<file path="config.mk">
export PLATFORM = sky130hd
export DESIGN_NAME = led_fade_pwm_flat
export DESIGN_NICKNAME = d
export VERILOG_FILES = /design/src/rtl/led_fade_pwm_if.sv /design/src/rtl/led_fade_pwm.sv /design/src/flat_wrapper.sv
export SDC_FILE = /design/constraint.sdc
export NUM_CORES = 1
export LEC_CHECK = 0
export BUFFER_PORTS_ARGS = -buffer_cell sky130_fd_sc_hd__buf_4
export CAP_MARGIN = 40
export CORE_MARGIN = 1.5
export CORE_UTILIZATION = 55
export CTS_CLUSTER_SIZE = 40
export DETAILED_ROUTE_END_ITERATION = 10
export GPL_TIMING_DRIVEN = 0
export PLACE_DENSITY = 0.77
export RECOVER_POWER = 100
export SYNTH_ARGS = -nofsm -noshare
export SYNTH_HDL_FRONTEND = slang
export SYNTH_SLANG_ARGS = --single-unit
</file>
<file path="constraint.sdc">
create_clock -name CLK -period 3.2 [get_ports CLK]
set_clock_uncertainty 0.1 [all_clocks]
set_input_delay 0.48 -clock CLK [delete_from_list [all_inputs] [get_ports CLK]]
set_output_delay 0.48 -clock CLK [all_outputs]
set_load 0.01 [all_outputs]
</file>
<file path="src/rtl/led_fade_pwm_if.sv">
// Pattern-in / LED-drive bundle between the chaser pattern generator and the
// LED fader. The master side supplies the target pattern and observes the drive outputs.
interface led_fade_pwm_if;
    logic [7:0] PAT_IN;
    logic [7:0] LED_OUT;
    logic       TICK;
    logic       SETTLED;

    modport master (output PAT_IN, input LED_OUT, TICK, SETTLED);
    modport slave  (input PAT_IN, output LED_OUT, TICK, SETTLED);
endinterface

</file>
<file path="src/rtl/led_fade_pwm.sv">
// Eight-channel LED fader: each level ramps toward its pattern bit once per fade tick; PWM drives the pins.
// Define LED_GAMMA_EN for a squared (gamma-corrected) duty curve; the default build uses linear duty.
module led_fade_pwm #(
    parameter int PWM_BITS = 8,
    parameter int FADE_DIV = 65536,
    parameter int STEP     = 16
) (
    input  logic           CLK,
    input  logic           RST,
    led_fade_pwm_if.slave  bus
);
    localparam int FW = (FADE_DIV > 2) ? $clog2(FADE_DIV) : 1;
    localparam logic [PWM_BITS-1:0] MAX       = {PWM_BITS{1'b1}};
    localparam logic [PWM_BITS-1:0] STEP_L    = PWM_BITS'(STEP);
    localparam logic [FW-1:0]       FADE_LAST = FW'(FADE_DIV - 1);

    logic [7:0]          pat_q, pat_d;
    logic [7:0]          led_q, led_d;
    logic [PWM_BITS-1:0] pwm_cnt_q, pwm_cnt_d;
    logic [FW-1:0]       fade_cnt_q, fade_cnt_d;
    logic [PWM_BITS-1:0] level_q [8];
    logic [PWM_BITS-1:0] level_d [8];
    logic [PWM_BITS-1:0] duty [8];
    logic [7:0]          at_target;
    logic                tick;

    assign tick = (fade_cnt_q == FADE_LAST);

    genvar gi;
    for (gi = 0; gi < 8; gi++) begin : g_chan
`ifdef LED_GAMMA_EN
        // Full-width square so no low bits are lost before the shift.
        logic [2*PWM_BITS-1:0] sq;
        assign sq       = {{PWM_BITS{1'b0}}, level_q[gi]} * {{PWM_BITS{1'b0}}, level_q[gi]};
        assign duty[gi] = sq[2*PWM_BITS-1:PWM_BITS];
`else
        assign duty[gi] = level_q[gi];
`endif
        assign at_target[gi] = (level_q[gi] == (pat_q[gi] ? MAX : {PWM_BITS{1'b0}}));
    end

    always_comb begin
        pat_d      = bus.PAT_IN;
        pwm_cnt_d  = pwm_cnt_q + PWM_BITS'(1);
        fade_cnt_d = tick ? '0 : fade_cnt_q + FW'(1);
        led_d      = '0;
        for (int i = 0; i < 8; i++) begin
            level_d[i] = level_q[i];
            if (tick) begin
                // Compare headroom first so the ramp saturates instead of wrapping.
                if (pat_q[i])
                    level_d[i] = (MAX - level_q[i] > STEP_L) ? level_q[i] + STEP_L : MAX;
                else
                    level_d[i] = (level_q[i] > STEP_L) ? level_q[i] - STEP_L : '0;
            end
            if (level_q[i] == MAX)
                led_d[i] = 1'b1;
            else if (level_q[i] != '0)
                led_d[i] = (duty[i] > pwm_cnt_q);
        end
    end

    always_ff @(posedge CLK) begin
        if (RST) begin
            pat_q      <= '0;
            led_q      <= '0;
            pwm_cnt_q  <= '0;
            fade_cnt_q <= '0;
            for (int i = 0; i < 8; i++) level_q[i] <= '0;
        end else begin
            pat_q      <= pat_d;
            led_q      <= led_d;
            pwm_cnt_q  <= pwm_cnt_d;
            fade_cnt_q <= fade_cnt_d;
            for (int i = 0; i < 8; i++) level_q[i] <= level_d[i];
        end
    end

    assign bus.LED_OUT = led_q;
    assign bus.TICK    = tick;
    assign bus.SETTLED = &at_target;
endmodule
</file>
<file path="src/flat_wrapper.sv">
// flat-port wrapper written by rule: the top's interface ports become plain ports
module led_fade_pwm_flat 
#(
    parameter int PWM_BITS = 8,
    parameter int FADE_DIV = 65536,
    parameter int STEP     = 16
)
  (CLK, RST, bus_PAT_IN, bus_LED_OUT, bus_TICK, bus_SETTLED);
  led_fade_pwm_if bus_i ();
  input  logic CLK;
  input  logic RST;
  input wire logic [$bits(bus_i.PAT_IN)-1:0] bus_PAT_IN;
  output wire logic [$bits(bus_i.LED_OUT)-1:0] bus_LED_OUT;
  output wire logic [$bits(bus_i.TICK)-1:0] bus_TICK;
  output wire logic [$bits(bus_i.SETTLED)-1:0] bus_SETTLED;
  assign bus_i.PAT_IN = bus_PAT_IN;
  assign bus_LED_OUT = bus_i.LED_OUT;
  assign bus_TICK = bus_i.TICK;
  assign bus_SETTLED = bus_i.SETTLED;
  led_fade_pwm #(.PWM_BITS(PWM_BITS), .FADE_DIV(FADE_DIV), .STEP(STEP)) u_core (.CLK(CLK), .RST(RST), .bus(bus_i));
endmodule
</file>
==> impl_metrics.csv <==
group,metric,value,unit
power,p_switching,0.606,mW
clock_network,cts_buffers,9,
finish,instances_no_fill,952,
logic_synthesis,synth_edf_count,0,
sta,fin_crit_sh,92.7,%
sta,timing.slew.headroom,46.3,%
critical_path,cp_cell_sequence,"ha_1, nand3_4, nor4_4, nand4_4, inv_2, buf_4, clkbuf_1",
logic_synthesis,synth_area,6220,µm²
logic_synthesis,synth_fp_nets,892,
critical_path,worstSetupPathDepth,7,
clock_network,h-tree-depth,3,
clock_network,cts_hold_buffers,0,
route,drt_first_iter_violations,661,
sta,setup_slack,234,ps
floorplan,die_y,109,µm
critical_path,worst-path-max-fanout,10,
power,switching_share,27.2,%
global_routing,grt_pass1_wl,27200,µm
outcome,outcome,"complete, no violations",
placed_design,hpwl,11700,µm
sta,fmax,0.337,GHz
logic_synthesis,synth_top_area_share,25.8,%
clock_network,clockBufferDepth,2,
placed_design,globalplace.congestion,0.920,
power,power.share.clock,46.1,%
clock_network,cts-root-buf,"clkbuf_16",
logic_synthesis,yosysTopAreaCell,"dfxtp_1",
route,ant_nets,0,
route,wl_per_cell,17.8,µm
global_routing,antenna_found_initial,0,
global_routing,gr-total-overflow,0,
floorplan,initial_core_util,56.9,%
floorplan,io_pins,20,
floorplan,die_x,109,µm
critical_path,crit_path_start,"u_core.fade_cnt_q[0]",
sta,rsz0062_at_grt,"false",
placed_design,place_area,6550,µm²
sta,setup_viol,0,
sta,slew_viol_final,0,
finish,nets,923,
clock_network,cts_tree,"built",
global_routing,grt_max_degree,17,
job,maxCapViolCount,0,
power,power_density,329,nW/µm²
logic_synthesis,ys_dominant_reg_cell,"dfxtp_1",
clock_network,cts_resized,0,
clock_network,clk_pin_slew,70,ps
placed_design,portBuffers,19,
power,p_leak,2.66,nW
logic_synthesis,yosys-top-cells-area,"dfxtp_1 (26%), ha_1 (21%), a21oi_1 (6.0%)",
power,ir_drop,0.261,mV
worst_hold_path,hp-class,"primary input to register",
floorplan,core,10900,µm²
finish,drive_gt1_share,4.06,%
logic_synthesis,yosysSeqAreaShare,25.8,%
logic_synthesis,yosys-top-cells-count,"ha_1 (106), dfxtp_1 (80), a21oi_1 (75)",
route,first_pass_iters,5,
route,drt-total-wl,16900,µm
logic_synthesis,avgSynthCellArea,8.01,µm²
sta,finalHoldViolations,0,
critical_path,cp.required,2620,ps
sta,tightestPinTransition,805,ps
clock_network,numClockSinks,80,
global_routing,first_global_vias,5557,
sta,timing.final.crit_period,2970,ps
critical_path,max_stage_delay,370,ps
critical_path,r2r_slack,470,ps
critical_path,cp.arrival,2390,ps
floorplan,die_area,12000,µm²
critical_path,worst_setup_path_start_kind,"register",
worst_hold_path,min_path_cells,2,
critical_path,crit_path_end_kind,"output port",
logic_synthesis,ys_warn_count,0,
route,vias_per_cell,6.33,
critical_path,crit_type,"register to output port",
power,p_int,1.62,mW
logic_synthesis,synth_most_common_cell,"ha_1",
critical_path,r2r_cells,7,
floorplan,rows,38,
placed_design,place_ws,607,ps
route,drc_errors,0,
clock_network,clk_latency,360,ps
global_routing,grt_usage,29.7,%
logic_synthesis,syn_inst,776,
power,p_seq_share,45.8,%
power,p_total,2.23,mW
finish,diodes,0,
logic_synthesis,synth.distinct_cells,57,
critical_path,cp_num_buf_inv,3,
critical_path,timing.rr.end,"u_core.level_q[1][2]",
finish,fin_area,6770,µm²
logic_synthesis,ys_async_sr_fraction,0,%
power,power_frac_comb,8.1,%
logic_synthesis,ys_seq_elements,80,
critical_path,crit_family,"simple AND/OR/NAND/NOR gates",
critical_path,r2r-start,"u_core.fade_cnt_q[0]",
sta,tns,0,ps
finish,areaGrowthSynthToFinish,8.87,%
route,vias,6024,
placed_design,dp_cells,936,
clock_network,post_cts_buffers,0,
critical_path,crit_end,"bus_TICK",
critical_path,slowest_stage,"nor4_4",
[power by group through the flow]
| stage | Sequential [mW] | Clock (mW) | Combinational (mW) |
|---|---|---|---|
| CTS | 1.02 | 1.04 | 0.182 |
| global placement | 1.04 | 0 | 0.172 |
| global route | 1.02 | 1.09 | 0.202 |
| finish | 1.02 | 1.03 | 0.181 |
| floorplan | 1.04 | 0 | 0.126 |
| detailed placement | 1.04 | 0 | 0.181 |
[state kept, by name, summed over array words and instances, names as in the netlist]
| register | flops |
|---|---|
| u_core.level_q | 40 |
| u_core.fade_cnt_q | 16 |
| u_core.pwm_cnt_q | 8 |
| u_core.bus.LED_OUT | 8 |
| u_core.pat_q | 8 |
[through the flow]
stage / hold slack, ps / utilization [%]
6_report: 230 / 61.9
5_1_grt: 237 / 61.9
4_1_cts: 227 / 62.5
3_5_place_dp: 357 / 59.9
3_3_place_gp: 338 / 59.8
2_1_floorplan: 326 / -
[cell families (layout without fill, tap and decap cells)]
logic type / count (synthesis) / count (layout) / share of synthesized area, %
buf+inv: 76 / 112 / 4.99
compound gates: 216 / 216 / 22.0
flops: 80 / 80 / 25.8
xor+xnor: 19 / 19 / 2.68
simple gates: 277 / 277 / 23.0
mux: 2 / 2 / 0.322
fa+ha+maj: 106 / 106 / 21.3
[worst register-to-register path, delay by kind of cell (launching register included)]
kind	cells	cell delay, ps
buffers and inverters	2	880
adders and majority gates	1	240
DFF	1	360
and+or+nand+nor	3	720
AOI/OAI and AO/OA	1	350
[layout make-up]
cell class | instances | area, µm²
multi-input combinational | 620 | 4310
tap | 140 | 175
buffer | 33 | 135
clock inverter | 7 | 60.1
fill | 955 | 4170
inverter | 43 | 161
clock buffer | 9 | 225
sequential | 80 | 1600
timing repair buffer | 20 | 105
[worst min path at each step]
stage                                     from              endpoint  slack [ps]
after floorplan           u_core.fade_cnt_q[0]  u_core.fade_cnt_q[0]         330
after global placement    u_core.fade_cnt_q[0]  u_core.fade_cnt_q[0]         340
after detailed placement  u_core.fade_cnt_q[0]  u_core.fade_cnt_q[0]         360
after CTS                        bus_PAT_IN[2]       u_core.pat_q[2]         230
after global routing             bus_PAT_IN[5]       u_core.pat_q[5]         240
final                            bus_PAT_IN[1]       u_core.pat_q[1]         230
[cells in the final DEF, fill, tap and decap left out, types with 4 or more instances in the layout]
cell type	synthesis	layout
inv_6	0	4
xnor2_1	11	11
clkbuf_16	0	9
or3_1	13	13
a21boi_0	5	5
and4_1	6	6
nor2b_1	24	24
buf_4	2	9
a21oi_1	75	75
inv_1	42	42
a211oi_1	12	12
a21o_1	14	14
o211ai_1	9	9
ha_1	106	106
o311ai_0	7	7
a31oi_1	7	7
nand2b_1	8	8
o21a_1	6	6
xor2_1	8	8
nand2_1	64	64
nor2_1	63	63
nand3_1	32	32
nand4_1	18	18
o31ai_1	7	7
and3_1	4	4
clkbuf_1	26	43
o32ai_1	6	6
o21ai_0	42	42
dfxtp_1	80	80
or4_1	4	4
nor3_1	22	22
a311oi_1	7	7
[routing by layer]
layer,GRT usage [%],vias to the layer above,share of wire [%]
li1,-,2909,-
met1,38.1,2827,43
met2,48.0,239,46
met3,4.62,49,7.3
met4,15.5,0,3.6
met5,0,-,0
Note: power is estimated with default switching activity, not from simulation.
